`src/rtl/instr_fetch_unit.sv`:
```
// Fetch stage: owns the PC, buffers imem responses, hands {instr, pc} to decode; FETCH_PERF_CNT_EN adds perf counters.
// Latency: 2 cycles issue-to-dec_valid, 3 cycles redirect-to-dec_valid.
// Backpressure: issue stalls while buffered plus in-flight entries reach FIFO_DEPTH; redirect flushes everything.

module fetch_fifo #(
  parameter int W     = 8,
  parameter int DEPTH = 4,
  parameter int CNT_W = $clog2(DEPTH + 1)
) (
  input  logic             clk,
  input  logic             rst_n,
  input  logic             clr,
  input  logic             push_vld,
  input  logic [W-1:0]     push_dat,
  input  logic             pop,
  output logic             head_vld,
  output logic [W-1:0]     head_dat,
  output logic [CNT_W-1:0] count
);
  localparam int PTR_W = (DEPTH > 1) ? $clog2(DEPTH) : 1;

  logic [W-1:0]     mem [DEPTH];
  logic [PTR_W-1:0] rd_ptr, wr_ptr;
  logic             do_push, do_pop;

  function automatic logic [PTR_W-1:0] ptr_nxt(input logic [PTR_W-1:0] p);
    return (p == PTR_W'(DEPTH - 1)) ? '0 : p + 1'b1;
  endfunction

  assign do_push  = push_vld && !clr;
  assign do_pop   = pop && head_vld;
  assign head_vld = (count != '0);
  assign head_dat = mem[rd_ptr];

  always_ff @(posedge clk or negedge rst_n) begin
    if (!rst_n) begin
      rd_ptr <= '0;
      wr_ptr <= '0;
      count  <= '0;
    end else if (clr) begin
      rd_ptr <= '0;
      wr_ptr <= '0;
      count  <= '0;
    end else begin
      if (do_push) wr_ptr <= ptr_nxt(wr_ptr);
      if (do_pop)  rd_ptr <= ptr_nxt(rd_ptr);
      count <= count + CNT_W'(do_push) - CNT_W'(do_pop);
    end
  end

  // Storage needs no reset: count gates every read.
  always_ff @(posedge clk) begin
    if (do_push) mem[wr_ptr] <= push_dat;
  end

  a_no_overflow: assert property (@(posedge clk) disable iff (!rst_n)
    !(do_push && !do_pop && count == CNT_W'(DEPTH)));
endmodule

module instr_fetch_unit #(
  parameter int ADDR_W     = 5,
  parameter int INSTR_W    = 32,
  parameter int FIFO_DEPTH = 4,
  parameter int RESET_PC   = 0
) (
  input  logic               clk,
  input  logic               rst_n,
  output logic [ADDR_W-1:0]  imem_addr,
  input  logic [INSTR_W-1:0] imem_rdata,
  input  logic               redirect_valid,
  input  logic [ADDR_W-1:0]  redirect_pc,
  output logic               dec_valid,
  input  logic               dec_ready,
  output logic [INSTR_W-1:0] dec_instr,
  output logic [ADDR_W-1:0]  dec_pc
`ifdef FETCH_PERF_CNT_EN
  ,
  output logic [15:0]        perf_fetched,
  output logic [15:0]        perf_flushes
`endif
);
  localparam int CNT_W = $clog2(FIFO_DEPTH + 1);

  typedef struct packed {
    logic [INSTR_W-1:0] instr;
    logic [ADDR_W-1:0]  pc;
  } fetch_ent_t;

  logic [ADDR_W-1:0] pc, rsp_pc;
  logic              rsp_valid;
  logic              issue, dec_hs;
  logic [CNT_W-1:0]  fifo_count;
  logic [CNT_W:0]    occupancy;
  fetch_ent_t        push_ent, head_ent;

  assign imem_addr = pc;
  assign occupancy = {1'b0, fifo_count} + (CNT_W + 1)'(rsp_valid);
  assign issue     = !redirect_valid && (occupancy < (CNT_W + 1)'(FIFO_DEPTH));
  assign dec_hs    = dec_valid && dec_ready;
  assign push_ent  = '{instr: imem_rdata, pc: rsp_pc};

  always_ff @(posedge clk or negedge rst_n) begin
    if (!rst_n) begin
      pc        <= ADDR_W'(RESET_PC);
      rsp_pc    <= '0;
      rsp_valid <= 1'b0;
    end else if (redirect_valid) begin
      pc        <= redirect_pc;
      rsp_valid <= 1'b0;
    end else begin
      rsp_valid <= issue;
      if (issue) begin
        pc     <= pc + 1'b1;
        rsp_pc <= pc;
      end
    end
  end

  // A redirect clears the buffer and drops the response arriving this cycle.
  fetch_fifo #(
    .W     ($bits(fetch_ent_t)),
    .DEPTH (FIFO_DEPTH),
    .CNT_W (CNT_W)
  ) u_fifo (
    .clk      (clk),
    .rst_n    (rst_n),
    .clr      (redirect_valid),
    .push_vld (rsp_valid),
    .push_dat (push_ent),
    .pop      (dec_hs),
    .head_vld (dec_valid),
    .head_dat (head_ent),
    .count    (fifo_count)
  );

  assign dec_instr = dec_valid ? head_ent.instr : '0;
  assign dec_pc    = dec_valid ? head_ent.pc    : '0;

`ifdef FETCH_PERF_CNT_EN
  always_ff @(posedge clk or negedge rst_n) begin
    if (!rst_n) begin
      perf_fetched <= '0;
      perf_flushes <= '0;
    end else begin
      if (dec_hs && perf_fetched != 16'hFFFF)         perf_fetched <= perf_fetched + 16'd1;
      if (redirect_valid && perf_flushes != 16'hFFFF) perf_flushes <= perf_flushes + 16'd1;
    end
  end
`endif
endmodule

```
`config.mk`:
```
export PLATFORM = sky130hd
export DESIGN_NAME = instr_fetch_unit
export DESIGN_NICKNAME = d
export VERILOG_FILES = /design/src/rtl/instr_fetch_unit.sv
export SDC_FILE = /design/constraint.sdc
export NUM_CORES = 1
export LEC_CHECK = 0
export ABC_CLOCK_PERIOD_IN_PS = 3450
export CAP_MARGIN = 20
export CORE_MARGIN = 1
export CORE_UTILIZATION = 50
export DETAILED_ROUTE_END_ITERATION = 12
export PLACE_DENSITY = 0.73
export SYNTH_ARGS = -nofsm -noshare
export SYNTH_HDL_FRONTEND = slang
export SYNTH_SLANG_ARGS = --single-unit
```
`constraint.sdc`:
```
create_clock -name clk -period 3.45 [get_ports clk]
set_clock_uncertainty 0.2 [all_clocks]
set_input_delay 0.5175 -clock clk [delete_from_list [all_inputs] [get_ports clk]]
set_output_delay 0.5175 -clock clk [all_outputs]
set_load 0.05 [all_outputs]
```
==> results of run 1 <==
[area by class of cell]
cell class | count | share of cell area
Sequential cell | 166 | 0.5985
Clock inverter | 9 | 0.01820
Clock buffer | 23 | 0.05719
Inverter | 8 | 0.003670
Timing Repair Buffer | 91 | 0.1061
Multi-Input combinational cell | 137 | 0.1901
Tap cell | 172 | 0.02630
[layout by cell type, fill, tap and decap left out, drive strengths merged, types with 4 or more instances in the layout]
master         instances
edfxtp               148
clkdlybuf4s50         49
nand2                  6
buf                   42
clkbuf                23
nor2                   8
clkinv                 5
mux4                  37
a21oi                  4
mux2                   5
nand3                  4
bufinv                 4
and3                   4
and2                  37
ha                     9
inv                    8
dfrtp                 18
or3                    4
o21ai                  4
[worst register-to-register path, delay by kind of cell, from the launching register on]
kind                     cells  cell delay (ps)
buffers and inverters        3              160
adder cells (fa/ha/maj)      3              760
AND/OR/NAND/NOR              3              910
XOR/XNOR                     1              150
flip-flops                   1              420
[power groups by stage]
stage / registers, mW / clock network [mW] / logic (mW)
5_1_grt: 2.55 / 2.06 / 2.56
3_5_place_dp: 2.57 / 0 / 2.44
4_1_cts: 2.53 / 1.97 / 2.45
2_1_floorplan: 2.56 / 0 / 1.69
3_3_place_gp: 2.55 / 0 / 2.41
6_report: 2.53 / 1.94 / 2.41
[cell families after synthesis]
family,Yosys count,share of synthesized area
AOI/OAI and AO/OA,14,0.01564
xor gates and xnor gates,2,0.002670
adders and majority gates,10,0.02021
buffers and inverters,23,0.01716
DFF,166,0.7459
muxes,44,0.1386
and+or+nand+nor,67,0.05987
[final timing paths]
kind / slack (ps) / depth (start not counted) / to
max: 310 / 3 / dec_instr[10]
max in group asynchronous: 2120 / 1 / u_fifo.rd_ptr[0]$_DFFE_PN0P_
min reg2reg: 330 / 0 / u_fifo.mem[0][0]$_DFFE_PP_
min: 330 / 0 / u_fifo.mem[0][0]$_DFFE_PP_
min in group asynchronous: 370 / 1 / imem_addr[0]$_DFFE_PN0P_
max reg2reg: 690 / 10 / u_fifo.count[2]$_DFF_PN0_
[layer usage]
| metal | global-route usage | share of wire | vias up |
|---|---|---|---|
| li1 | - | - | 1475 |
| met4 | 0.08017 | 0.010 | 0 |
| met2 | 0.2895 | 0.49 | 99 |
| met1 | 0.2499 | 0.43 | 1653 |
| met5 | 0 | 0 | - |
| met3 | 0.05553 | 0.063 | 11 |
[metrics by stage]
stage                     power [mW]  setup slack, ps    util  hold WS [ps]  cells
after global routing           7.172            208.8  0.6432         351.1    606
final                          6.869            308.1  0.6432         326.5    606
after CTS                      6.949            249.8  0.6432         331.7    606
after global placement         4.962            749.5  0.5947         295.6    574
after floorplan                4.253             1051       -         21.91    326
after detailed placement       5.007            667.6  0.5947         318.0    574
[registers in the layout, summed over array words and instances, names as in the netlist]
name and count:
u_fifo.mem 148, u_fifo.rd_ptr 2, u_fifo.count 3, rsp_pc 5
rsp_valid 1, imem_addr 5, u_fifo.wr_ptr 2
==> impl_metrics.py, run 1 <==
metrics = {
    "final_layout": {
        "drive_above_1_share": 0.2788,
        "final_area_sq_mm": 0.008183,
        "fillers": 898,
        "layout.nets": 472,
        "seqCellArea_sq_mm": 0.004897,
        "area_delta_synth_final_pct": 24.69,
        "multiInputGateArea_sq_mm": 0.001555,
        "antenna_cells": 0,
    },
    "setup_path": {
        "regToRegStartpoint": "u_fifo.count[2]$_DFF_PN0_",
        "path_class": "reg2out",
        "path_delay_family": "simple AND/OR/NAND/NOR gates",
        "arrival_ps": 2420,
        "max_stage_delay_ps": 690,
        "start_kind": "flop",
        "critPathMaxFanout": 18,
        "crit_path_start": "u_fifo.count[2]$_DFF_PN0_",
        "critPathCaptureType": "output port",
        "cp_slowest_cell": "clkdlybuf4s50_1",
        "crit_required_ps": 2730,
        "cp_cell_sequence": "or3_1, and2_1, clkdlybuf4s50_1",
        "path_buf_inv": 1,
    },
    "clock_network": {
        "ctsHoldBuffers": 0,
        "cts_buffer_depth": 2,
        "cts_tree": "built",
        "htreeDepth": 4,
        "cts_resized": 0,
        "root_buffer": "clkbuf_16",
        "cts_setup_buffers": 0,
        "clk_pin_slew_worst_paths_ps": 60,
        "cts_made_buffers": 17,
        "insertion_delay_ps": 410,
        "cts_sinks": 166,
    },
    "floorplan": {
        "die_w_microns": 116.6,
        "fp.coreArea_sq_mm": 0.01272,
        "die_area_sq_mm": 0.01359,
        "placement_rows": 41,
        "initial_core_util": 0.5158,
        "io_pins": 84,
        "die_h_microns": 116.6,
    },
    "synthesis": {
        "ys_seq_area_frac": 0.7459,
        "synth_area_leader_cell": "edfxtp_1",
        "syn_area_sq_mm": 0.006563,
        "synth_top_area_frac": 0.6772,
        "synthArstFlopShare": 0.1084,
        "postSynthAreaPerCell_sq_um": 20.13,
        "synth-edff-count": 148,
        "syn_nets": 377,
        "synth_cells": 326,
        "synth_ff_type": "edfxtp_1",
        "ys_types": 32,
        "yosys.cell_count.top_type": "edfxtp_1",
        "synth_seq_cells": 166,
        "synth_area_leaders": "edfxtp_1 68%, mux4_2 13%, dfrtp_1 6.9%",
        "ys_top_cells_by_count": "148 x edfxtp_1, 37 x and2_1, 37 x mux4_2",
        "synth_warnings": 0,
    },
    "worst_hold_path": {
        "hold_path_startpoint": "rsp_pc[0]$_DFFE_PN0P_",
        "hp-class": "reg2reg",
    },
    "power": {
        "p_seq_frac": 0.368,
        "internal_power_mw": 4.525,
        "p_sw_frac": 0.3412,
        "p_per_area_mw_per_mm2": 839.5,
        "p_leak_nw": 2.834,
        "clock_power_share": 0.282,
        "vdd_drop_max_mv": 0.3883,
        "power.switching_mw": 2.344,
        "power_frac_comb": 0.350,
    },
    "sta": {
        "clock.fmax_mhz": 318.3,
        "fin_setup_tns_ps": 0,
        "final_hold_viol_count": 0,
        "rsz0062_at_grt": "false",
        "finalCriticalPeriod_ps": 3142,
        "tightestPinTransition_ps": 809.9,
        "slew_viol_final": 0,
        "finalCritPeriodShare": 0.9107,
        "maxSlewHeadroom": 0.4584,
        "setup_viol": 0,
    },
    "routing": {
        "routedWlPerCell_microns": 18.62,
        "drtAntennaViolNets": 0,
        "drt_pass1_iterations": 4,
        "drtIter0Drc": 213,
        "routed_wl_microns": 11280,
        "remaining_drc_errors": 0,
        "vias_per_cell": 5.343,
        "vias": 3238,
    },
    "grt": {
        "antenna_found_initial": 0,
        "grt_pass1_vias": 3303,
        "grt_pass1_wl_microns": 17770,
        "grt_max_degree": 38,
        "grt_overflow": 0,
        "grt_util_all_layers": 0.1872,
    },
    "placement": {
        "place_area_sq_mm": 0.007566,
        "post-dp-hpwl_microns": 6815,
        "gp_congestion": 0.7556,
        "numPortBuffers": 83,
    },
    "job": {
        "cap_violations": 0,
    },
    "status": {
        "status": "complete, no violations",
    },
}
(Power assumes the default switching activity.)
==> run 2, diff against run 1 <==
- CAP_MARGIN: 20 -> default
- CORE_MARGIN: 1 -> default
- PLACE_DENSITY: 0.73 -> 0.76
==> impl_metrics.py, run 2 (synthesis results as in run 1) <==
metrics = {
    "clock_network": {
        "ctsHoldBuffers": 0,
        "insertion_delay_ps": 420,
        "clk_pin_slew_worst_paths_ps": 60,
        "htreeDepth": 4,
        "cts_resized": 0,
        "cts_setup_buffers": 0,
        "cts_sinks": 166,
        "cts_buffer_depth": 2,
        "cts_made_buffers": 17,
        "root_buffer": "clkbuf_16",
        "cts_tree": "built",
    },
    "job": {
        "cap_violations": 0,
    },
    "sta": {
        "rsz0062_at_grt": "false",
        "setup_viol": 0,
        "fin_setup_tns_ps": 0,
        "final_hold_viol_count": 0,
        "finalCritPeriodShare": 0.9461,
        "finalCriticalPeriod_ps": 3264,
        "tightestPinTransition_ps": 867.3,
        "maxSlewHeadroom": 0.4200,
        "clock.fmax_mhz": 306.4,
        "setup_ws_ps": 185.9,
        "slew_viol_final": 0,
    },
    "grt": {
        "grt_overflow": 0,
        "grt_max_degree": 38,
        "grt_util_all_layers": 0.1887,
        "grt_pass1_wl_microns": 17770,
        "antenna_found_initial": 1,
        "grt_pass1_vias": 3373,
    },
    "final_layout": {
        "drive_above_1_share": 0.2489,
        "layout_commonest_cell": "edfxtp_1",
        "area_delta_synth_final_pct": 23.93,
        "final_cell_mix": "148 x edfxtp_1, 61 x clkdlybuf4s50_1, 37 x mux4_2, 37 x and2_1, 32 x buf_4",
        "layout.nets": 476,
        "largest_register_ffs": 148,
        "final_area_sq_mm": 0.008133,
        "regMostFlops": "u_fifo.mem",
    },
    "worst_hold_path": {
        "hp-class": "reg2reg",
        "hold_path_startpoint": "rsp_pc[1]$_DFFE_PN0P_",
        "holdPathEnd": "u_fifo.mem[2][1]$_DFFE_PP_",
        "holdPathStages": 0,
    },
    "placement": {
        "dpl_worst_slack_ps": 599.8,
        "post-dp-hpwl_microns": 7185,
        "gp_congestion": 0.7156,
        "numPortBuffers": 83,
        "place_area_sq_mm": 0.007589,
    },
    "routing": {
        "drt_pass1_iterations": 4,
        "routed_wl_microns": 11550,
        "vias": 3259,
        "routedWlPerCell_microns": 18.91,
        "remaining_drc_errors": 0,
        "drtIter0Drc": 227,
        "drtAntennaViolNets": 0,
        "vias_per_cell": 5.334,
    },
    "setup_path": {
        "ff2ff_path_depth": 11,
        "crit_path_start": "u_fifo.rd_ptr[1]$_DFFE_PN0P_",
        "r2r_slack_ps": 740,
        "crit_required_ps": 2730,
        "regToRegStartpoint": "u_fifo.count[2]$_DFF_PN0_",
        "critPathCaptureType": "output port",
        "start_kind": "flop",
        "r2r_end": "u_fifo.count[2]$_DFF_PN0_",
        "critPathMaxFanout": 28,
        "path_class": "reg2out",
        "arrival_ps": 2550,
    },
    "floorplan": {
        "die_w_microns": 116.6,
        "placement_rows": 41,
        "die_h_microns": 116.6,
        "fp.coreArea_sq_mm": 0.01272,
        "io_pins": 84,
        "die_area_sq_mm": 0.01359,
        "initial_core_util": 0.5158,
    },
    "status": {
        "status": "complete, no violations",
    },
    "power": {
        "p_per_area_mw_per_mm2": 819.2,
        "vdd_drop_max_mv": 0.4437,
        "p_leak_nw": 2.791,
    },
}
run 2: cell count changes in the layout (fill, tap and decap cells not counted):
cell,previous run,this run
clkbuf_1,4,6
bufinv_16,4,1
clkinv_4,1,0
diode_2,0,1
buf_12,5,2
clkdlybuf4s50_1,49,61
clkinv_2,4,3
buf_4,37,32
clkbuf_8,2,3
clkinv_1,0,2
run 2: layout make-up:
class / instances / area, sq um
Sequential cell: 166 / 4897
Fill cell: 929 / 4589
Multi-Input combinational cell: 137 / 1555
Timing Repair Buffer: 95 / 890.9
Clock buffer: 26 / 489.2
Tap cell: 172 / 215.2
Clock inverter: 6 / 52.55
Inverter: 8 / 30.03
Antenna cell: 1 / 2.502
run 2: routing by layer:
| metal | part of all wire | track usage | vias up |
|---|---|---|---|
| li1 | - | - | 1484 |
| met1 | 0.41 | 0.2232 | 1674 |
| met2 | 0.52 | 0.3254 | 81 |
| met3 | 0.051 | 0.05397 | 20 |
| met4 | 0.017 | 0.07848 | 0 |
| met5 | 0 | 0 | - |
run 2: power breakdown:
part	leakage, nW	switching (mW)	internal [mW]	total (mW)
Combinational	0.963	1.49	0.920	2.41
Sequential	1.56	0.142	2.40	2.54
Clock	0.267	0.673	1.04	1.71
run 2: worst max-delay path, cell delays in order, from the launching register on:
cell and delay (ps):
dfrtp_2 840, mux4_2 410, and2_1 170, clkdlybuf4s50_1 690
run 2: worst max-delay path by stage:
stage | endpoint | slack, ps | cells after the start
after global routing | dec_instr[20] | 110 | 4
after floorplan | dec_instr[26] | 1050 | 3
after CTS | dec_instr[20] | 160 | 4
final | dec_instr[22] | 190 | 3
after detailed placement | dec_instr[11] | 600 | 3
after global placement | dec_instr[11] | 620 | 3
run 2: stage by stage:
stage                     hold WS [ps]  cells  utilization  power (mW)
after global routing             356.2    610       0.6391       6.965
after CTS                        320.3    610       0.6391       6.744
after floorplan                  21.91    326            -       4.253
after detailed placement         306.8    578       0.5965       5.030
final                            313.9    611       0.6393       6.662
after global placement           289.9    578       0.5965       4.981
==> run 3, diff against run 2 <==
- TNS_END_PERCENT: default -> 30
==> results of run 3 <==
Final layout, timing and power as in run 2 (identical DEF).
